## src/rtl/ref_sample_fetcher.sv

```systemverilog
// ref_sample_fetcher
//   Fetches the 9x9 integer reference window for one 4x4 block from the
//   reference-frame memory and hands it to the interpolator one 9-sample line
//   at a time. Window origin = block position + integer MV - 2 (6-tap support).
//   Out-of-frame coordinates are clamped to the nearest edge sample.
//
// Ports
//   clk, reset_all              : clock, synchronous active-high reset
//   start                       : one-cycle request, sampled only when idle
//   coord_x, coord_y            : block top-left position (unsigned)
//   mv_x_integer, mv_y_integer  : integer motion vector (signed)
//   mem_rd, mem_addr, mem_rdata : reference memory read port (1-cycle latency)
//   line_valid, line_ready      : line handshake towards the interpolator
//   integer_samples             : 9 samples, sample k at [8k+7:8k]
//   line_idx                    : line being fetched / presented (0..8)
//   busy, done                  : activity flag, end-of-window pulse
module ref_sample_fetcher #(
  parameter int unsigned FRAME_W   = 64,
  parameter int unsigned FRAME_H   = 64,
  parameter int unsigned ADDR_BITS = 12
) (
  input  logic                 clk,
  input  logic                 reset_all,
  input  logic                 start,
  input  logic [7:0]           coord_x,
  input  logic [7:0]           coord_y,
  input  logic [14:0]          mv_x_integer,
  input  logic [14:0]          mv_y_integer,
  output logic                 mem_rd,
  output logic [ADDR_BITS-1:0] mem_addr,
  input  logic [7:0]           mem_rdata,
  output logic                 line_valid,
  input  logic                 line_ready,
  output logic [71:0]          integer_samples,
  output logic [3:0]           line_idx,
  output logic                 busy,
  output logic                 done
);

  localparam int unsigned XW   = $clog2(FRAME_W);
  localparam logic [17:0] XMax = 18'(FRAME_W - 1);
  localparam logic [17:0] YMax = 18'(FRAME_H - 1);

  typedef enum logic [1:0] {StIdle, StFetch, StPresent, StFin} state_e;

  state_e state_q, state_d;

  logic [16:0] x0_q, y0_q;       // window origin, two's complement
  logic [3:0]  rd_cnt_q;         // reads issued for the current line
  logic [3:0]  cap_cnt_q;        // bytes captured for the current line
  logic        rd_pend_q;        // a read was issued last cycle; data is on mem_rdata
  logic [3:0]  line_idx_q;
  logic [71:0] samples_q;

  logic [16:0]          origin_x, origin_y;
  logic [17:0]          xs, ys;
  logic [ADDR_BITS-1:0] xs_c, ys_c;

  assign origin_x = 17'(coord_x) + {{2{mv_x_integer[14]}}, mv_x_integer} - 17'd2;
  assign origin_y = 17'(coord_y) + {{2{mv_y_integer[14]}}, mv_y_integer} - 17'd2;

  // Sign-extend to 18 bits so origin + offset cannot overflow.
  assign xs = {x0_q[16], x0_q} + {14'd0, rd_cnt_q};
  assign ys = {y0_q[16], y0_q} + {14'd0, line_idx_q};

  // Edge padding: clamp each coordinate into the frame.
  always_comb begin
    xs_c = '0;
    ys_c = '0;
    if (xs[17])          xs_c = '0;
    else if (xs > XMax)  xs_c = ADDR_BITS'(FRAME_W - 1);
    else                 xs_c = ADDR_BITS'(xs);
    if (ys[17])          ys_c = '0;
    else if (ys > YMax)  ys_c = ADDR_BITS'(FRAME_H - 1);
    else                 ys_c = ADDR_BITS'(ys);
  end

  // State register
  always_ff @(posedge clk) begin
    if (reset_all) state_q <= StIdle;
    else           state_q <= state_d;
  end

  // Next-state logic
  always_comb begin
    state_d = state_q;
    unique case (state_q)
      StIdle:    if (start) state_d = StFetch;
      StFetch:   if (rd_pend_q && cap_cnt_q == 4'd8) state_d = StPresent;
      StPresent: if (line_ready) state_d = (line_idx_q < 4'd8) ? StFetch : StFin;
      StFin:     state_d = StIdle;
      default:   state_d = StIdle;
    endcase
  end

  // Output logic
  always_comb begin
    mem_rd          = (state_q == StFetch) && (rd_cnt_q < 4'd9);
    mem_addr        = mem_rd ? ((ys_c << XW) | xs_c) : '0;
    line_valid      = (state_q == StPresent);
    busy            = (state_q != StIdle);
    done            = (state_q == StFin);
    line_idx        = line_idx_q;
    integer_samples = samples_q;
  end

  // Datapath registers
  always_ff @(posedge clk) begin
    if (reset_all) begin
      x0_q       <= '0;
      y0_q       <= '0;
      rd_cnt_q   <= '0;
      cap_cnt_q  <= '0;
      rd_pend_q  <= 1'b0;
      line_idx_q <= '0;
      samples_q  <= '0;
    end else begin
      // Pending flag doubles as the capture strobe; reset clears it so any
      // in-flight byte is dropped.
      rd_pend_q <= mem_rd;
      unique case (state_q)
        StIdle: begin
          if (start) begin
            x0_q       <= origin_x;
            y0_q       <= origin_y;
            line_idx_q <= '0;
            rd_cnt_q   <= '0;
            cap_cnt_q  <= '0;
          end
        end
        StFetch: begin
          if (rd_cnt_q < 4'd9) rd_cnt_q <= rd_cnt_q + 4'd1;
          if (rd_pend_q) begin
            // Shift right so the first byte ends up at [7:0].
            samples_q <= {mem_rdata, samples_q[71:8]};
            cap_cnt_q <= cap_cnt_q + 4'd1;
          end
        end
        StPresent: begin
          if (line_ready && line_idx_q < 4'd8) begin
            line_idx_q <= line_idx_q + 4'd1;
            rd_cnt_q   <= '0;
            cap_cnt_q  <= '0;
          end
        end
        default: ;
      endcase
    end
  end

endmodule
```

## config.mk

```make
export PLATFORM = sky130hd
export DESIGN_NAME = ref_sample_fetcher
export DESIGN_NICKNAME = d
export VERILOG_FILES = /design/src/rtl/ref_sample_fetcher.sv
export SDC_FILE = /design/constraint.sdc
export NUM_CORES = 1
export LEC_CHECK = 0
export BUFFER_PORTS_ARGS = -buffer_cell sky130_fd_sc_hd__buf_2
export CAP_MARGIN = 25
export CORE_UTILIZATION = 40
export CTS_CLUSTER_SIZE = 28
export DETAILED_ROUTE_END_ITERATION = 16
export MAX_ROUTING_LAYER = met4
export PLACE_DENSITY = 0.71
export SETUP_SLACK_MARGIN = 0.5
export SYNTH_ARGS = -nofsm -noshare
export SYNTH_HDL_FRONTEND = slang
export SYNTH_SLANG_ARGS = --single-unit
```

## constraint.sdc

```tcl
create_clock -name clk -period 4.3 [get_ports clk]
set_clock_uncertainty 0.15 [all_clocks]
set_input_delay 0.215 -clock clk [delete_from_list [all_inputs] [get_ports clk]]
set_output_delay 0.215 -clock clk [all_outputs]
set_load 0.1 [all_outputs]
```

======== Yosys cells after proc, flatten, opt, wreduce, memory -nomap -nowiden ========
Index checks and enable logic that the tools add are counted.
cells by class
  $mul .................................... 0
  multiplexer cells ....................... 18
  bitwise operators ....................... 1
  equality and inequality tests ........... 10
  add/subtract/negate cells ............... 9
  shift operators ......................... 0
  reductions and logical operators ........ 13
  divide/modulo/power cells ............... 0
  magnitude comparators ................... 4
operators by type and width
  operator                 number
  $add A17 B5 Y18          2
  $gt A18 B6 Y1 const B    2
  $mux W12                 3
  $sub A16 B3 Y17 const B  2
  $add A9 B15 Y16          2
  $pmux W4 S3              2
  $mux W4                  5
  $add A4 B1 Y4 const B    3
  $mux W6                  2
  $or A12 B12 Y12          1
  $lt A4 B4 Y1 const B     2
  $mux W2                  4
  $pmux W2 S4              1
  $pmux W4 S2              1
  $reduce_and A4 Y1        2
  $ne A2 B1 Y1 const B     3
  $ne A2 B2 Y1 const B     3
  $reduce_and A3 Y1        2
  $eq A2 B2 Y1 const B     2
  $eq A4 B4 Y1 const B     1
  $reduce_and A2 Y1        2
  $reduce_bool A2 Y1       2
  $logic_and A1 B1 Y1      3
  $reduce_bool A3 Y1       1
  other kinds (2)          2
storage, ports and cells
  bits in latches ......................... 0
  bits in writable memories ............... 0
  register bits after elaboration ......... 121
  ROM bits ................................ 0
  logic and storage cells ................. 63
  bits of input ports ..................... 58
  memories kept ........................... 0
  output and inout bits ................... 92

======== Longest topological paths before layout ========
  depth in word-level cells ............... 6
  depth in mapped cells ................... 12
  mapped depth without buffers ............ 12

======== Least setup slack after synthesis ========
OpenSTA, ideal clock, no wires.
  path kind ............................... register to output
  start ................................... register line_idx_q[0] (netlist: line_idx[0])
  end ..................................... output port mem_addr[11]
  buffers on the path ..................... 0
  stages on the path, launching flop included .. 10
  data required time ...................... 3.935 ns
  path slack .............................. 0.563 ns
  arrival ................................. 3.372 ns
  path through ............................ dfxtp_1 ha_1 inv_1 fa_1 nand2b_1 a21o_1 nor3_1 nor3_1 o2111ai_2 o21a_1
on the way
  word-level cells in the longest chain between the ends .. 6
RTL lines
  what                    line  RTL
  start, declared         52    logic [3:0] line_idx_q;
  start signal, assigned  141   line_idx_q <= line_idx_q + 4'd1;
  $add A17 B5 Y18 (*)     64    assign ys = {y0_q[16], y0_q} + {14'd0, line_idx_q};
  $gt A18 B6 Y1           74    else if (ys > YMax) ys_c = ADDR_BITS'(FRAME_H - 1);
  $mux W6                 74
  $mux W6 (*)             73    if (ys[17]) ys_c = '0;
  $or A12 B12 Y12 (*)     99    mem_addr = mem_rd ? ((ys_c << XW) | xs_c) : '0;
  $mux W12 (*)            99
  end, declared           30    output logic [ADDR_BITS-1:0] mem_addr,
Mark *: on every way between the ends. The rest lies on a longest branch, timed or not.

======== Final worst setup path ========
Same ends and word-level chain as after synthesis.

==> reports/metrics.csv <==
metric;value;unit
WS Path Type;flop to output pin;
Die Y;134.1;um
final hold slack;28.95;ps
post-synth top area share;0.3470;
clock share of power;0.429;
Design Power;3.505;mW
M1 WL;8.318;mm
Yosys cell types;63;
die area;17990;um2
via/cell ratio;5.123;
Comb power frac;0.221;
Slew headroom;0.3785;
WP data arrival;3220;ps
sw power;1.111;mW
dominant cells by area after synthesis;dfxtp_1 (35%), nand2_1 (10%), ha_1 (10%), a21oi_1 (9.2%), inv_1 (5.0%);
Antenna Nets Post-Route;0;
DR top layer;met4;
Worst Hold Class;primary input to flop;
IO Count;150;
Core Area;16820;um2
RSZ-0062 raised after global routing;true;
crit share post-route;0.8337;
max_cap viols;0;
setup bufs post-CTS;0;
Internal;2.395;mW
1st-pass router iterations;5;
crit end category;output pin;
global-route wire length before repair;28.44;mm
Area growth syn-to-layout;23.19;%
DRC viols;0;
Worst R2R Path Depth;5;
Final WS setup;715.2;ps
share of layout cells above drive strength 1;0.1852;
post-DP HPWL;12.20;mm
worst path required time;3930;ps
TritonCTS clock tree;done;
peak supply drop;0.3456;mV
count leader, synth;nand2_1;
final setup TNS;0;ps
IO buf count;149;
H-tree Lvls;4;
Clk pin slew, worst setup/hold paths;60;ps
number of global-route vias before repair;5996;
TritonCTS Buffers;17;
CP startpoint kind;flop;
Switching Share;0.3169;
DR iter-0 viols;364;
wire per inst;13.28;um
worst slack, placed;1138;ps
routed vias;6604;
status;finished, final reports clean;
final antenna diode count;0;
initial antenna violation count;0;
post-synthesis sequential area ratio;0.3470;
synthesis-stage register bit count;121;
Pins Over Slew Limit;0;
top_reg_cell synth;dfxtp_1;
crit-path max FO;6;
total number of yosys warnings;0;
Setup Viol. Count Final;0;
number of synthesized flops with an enable pin;0;
asr flop ratio synth;0;
synthesized area;6982;um2
Initial Utilization;0.4151;
DR WL met3;623;um
fmax;279.0;MHz
area of the multi-input gates;4049;um2
Power Density;407.6;nW/um2
met2 WL post-DR;8.023;mm
Tightest Pin Transition;932.3;ps
Synth top cells by count;nand2_1 (195), a21oi_1 (128), dfxtp_1 (121), inv_1 (93), ha_1 (57);
drt total wl;17.12;mm
final hold vios;0;
Final GP Congestion;0.8941;
Tot GR Track Use;0.2009;
Post-Syn Nets;1035;
Congestion Overflow GR;0;
hold depth;4;
post-synth top area cell;dfxtp_1;
row cnt;47;
Mapped Avg Cell Area;7.622;um2
Flop pwr share;0.350;
Fillers;1673;
Mapped Cells;916;
nets;1175;
Tmin final;3585;ps
CTS root buf;clkbuf_16;
CTS max path bufs;2;
leak pwr;3.869;nW
worst skew pair latency;410;ps
largest net degree at the start of global routing;87;
total clock sinks;121;
Die X;134.1;um
FF/Latch Area;2422;um2
==> worst paths after layout <==
check | end | from | slack (ps)
setup reg to reg | integer_samples[69] | state_q[0] | 1780
setup / recovery | mem_addr[11] | line_idx[0] | 720
hold reg to reg | integer_samples[2] | integer_samples[2] | 300
hold / removal | y0_q[0] | mv_y_integer[0] | 30
==> per-layer routing <==
metal / global-route usage / vias to the layer above
met5: - / -
met4: 0.05493 / 0
met3: 0.04082 / 19
met2: 0.3132 / 132
met1: 0.2635 / 3019
li1: - / 3434
==> worst max-delay path, stage by stage, from the launching register on <==
cell	delay (ps)
dfxtp_1	410
ha_1	230
inv_1	70
fa_1	400
nand2b_1	200
a21o_1	230
o31a_1	250
a211oi_1	220
o2111ai_2	270
o21a_1	250
clkbuf_4	270
==> cell type report <==
cell class              instances  share of cell area
clock buffers                  17             0.04946
well taps                     220             0.03200
multi-input cells             661              0.4708
flip-flops and latches        121              0.2816
repair buffers                162              0.1024
clock inverters                15             0.02313
inverters                      93             0.04059
==> what timing repair did <==
item                                   CTS  global route
setup endpoints to repair                0             6
resized for setup                        0            10
endpoints found under the hold margin    8             0
hold buffers                             8             0
==> logic make-up (layout without fill, tap and decap cells) <==
group | after synthesis | after routing | synth area share
AOI/OAI and AO/OA | 248 | 248 | 0.2253
and+or+nand+nor | 330 | 330 | 0.2124
buffers and inverters | 134 | 287 | 0.07419
DFF | 121 | 121 | 0.3470
xor gates and xnor gates | 22 | 22 | 0.02760
adders and majority gates | 61 | 61 | 0.1136
==> flip-flops by register name, indices dropped and copies added, names as in the netlist <==
name             cells
integer_samples     72
x0_q                17
y0_q                17
cap_cnt_q            4
line_idx             4
rd_cnt_q             4
state_q              2
rd_pend_q            1
==> through the flow <==
stage | util | std cells | instance area, um2
2_1_floorplan | - | 916 | 6982
3_3_place_gp | 0.4684 | 1249 | 7878
3_5_place_dp | 0.4684 | 1249 | 7878
4_1_cts | 0.5103 | 1289 | 8582
5_1_grt | 0.5114 | 1289 | 8601
6_report | 0.5114 | 1289 | 8601
==> power by group through the flow <==
| stage | logic (mW) | registers [mW] | clock network [mW] |
|---|---|---|---|
| floorplan | 0.604 | 1.25 | 0 |
| global placement | 0.754 | 1.25 | 0 |
| detailed placement | 0.763 | 1.25 | 0 |
| CTS | 0.772 | 1.22 | 1.53 |
| global route | 0.857 | 1.23 | 1.59 |
| finish | 0.774 | 1.23 | 1.51 |
==> placed cells by master (no fill, tap or decap), types with 4 or more instances in the layout <==
cell type      synthesis  routed
a211o_1                5       5
a211oi_1              15      15
a21o_1                14      14
a21oi_1              128     127
a311o_1                4       4
and2_1                 6       5
and3_1                 4       4
buf_2                  5     142
buf_4                  0       9
bufinv_16              0       4
clkbuf_16              0      17
clkinv_2               0       4
dfxtp_1              121     121
dlygate4sd3_1          0       8
fa_1                   4       4
ha_1                  57      57
inv_1                 93      93
nand2_1              195     194
nand2b_1               4       4
nand3_1               21      21
nand3b_1               8       8
nand4_1                9       9
nor2_1                34      34
nor2b_1                7       7
nor3_1                19      19
nor4_1                 5       5
o211ai_1               6       6
o21a_1                14      14
o21ai_0               20      20
or3_1                  4       4
xnor2_1               13      13
xor2_1                 9       9
Note: power is estimated with default switching activity, not from simulation.
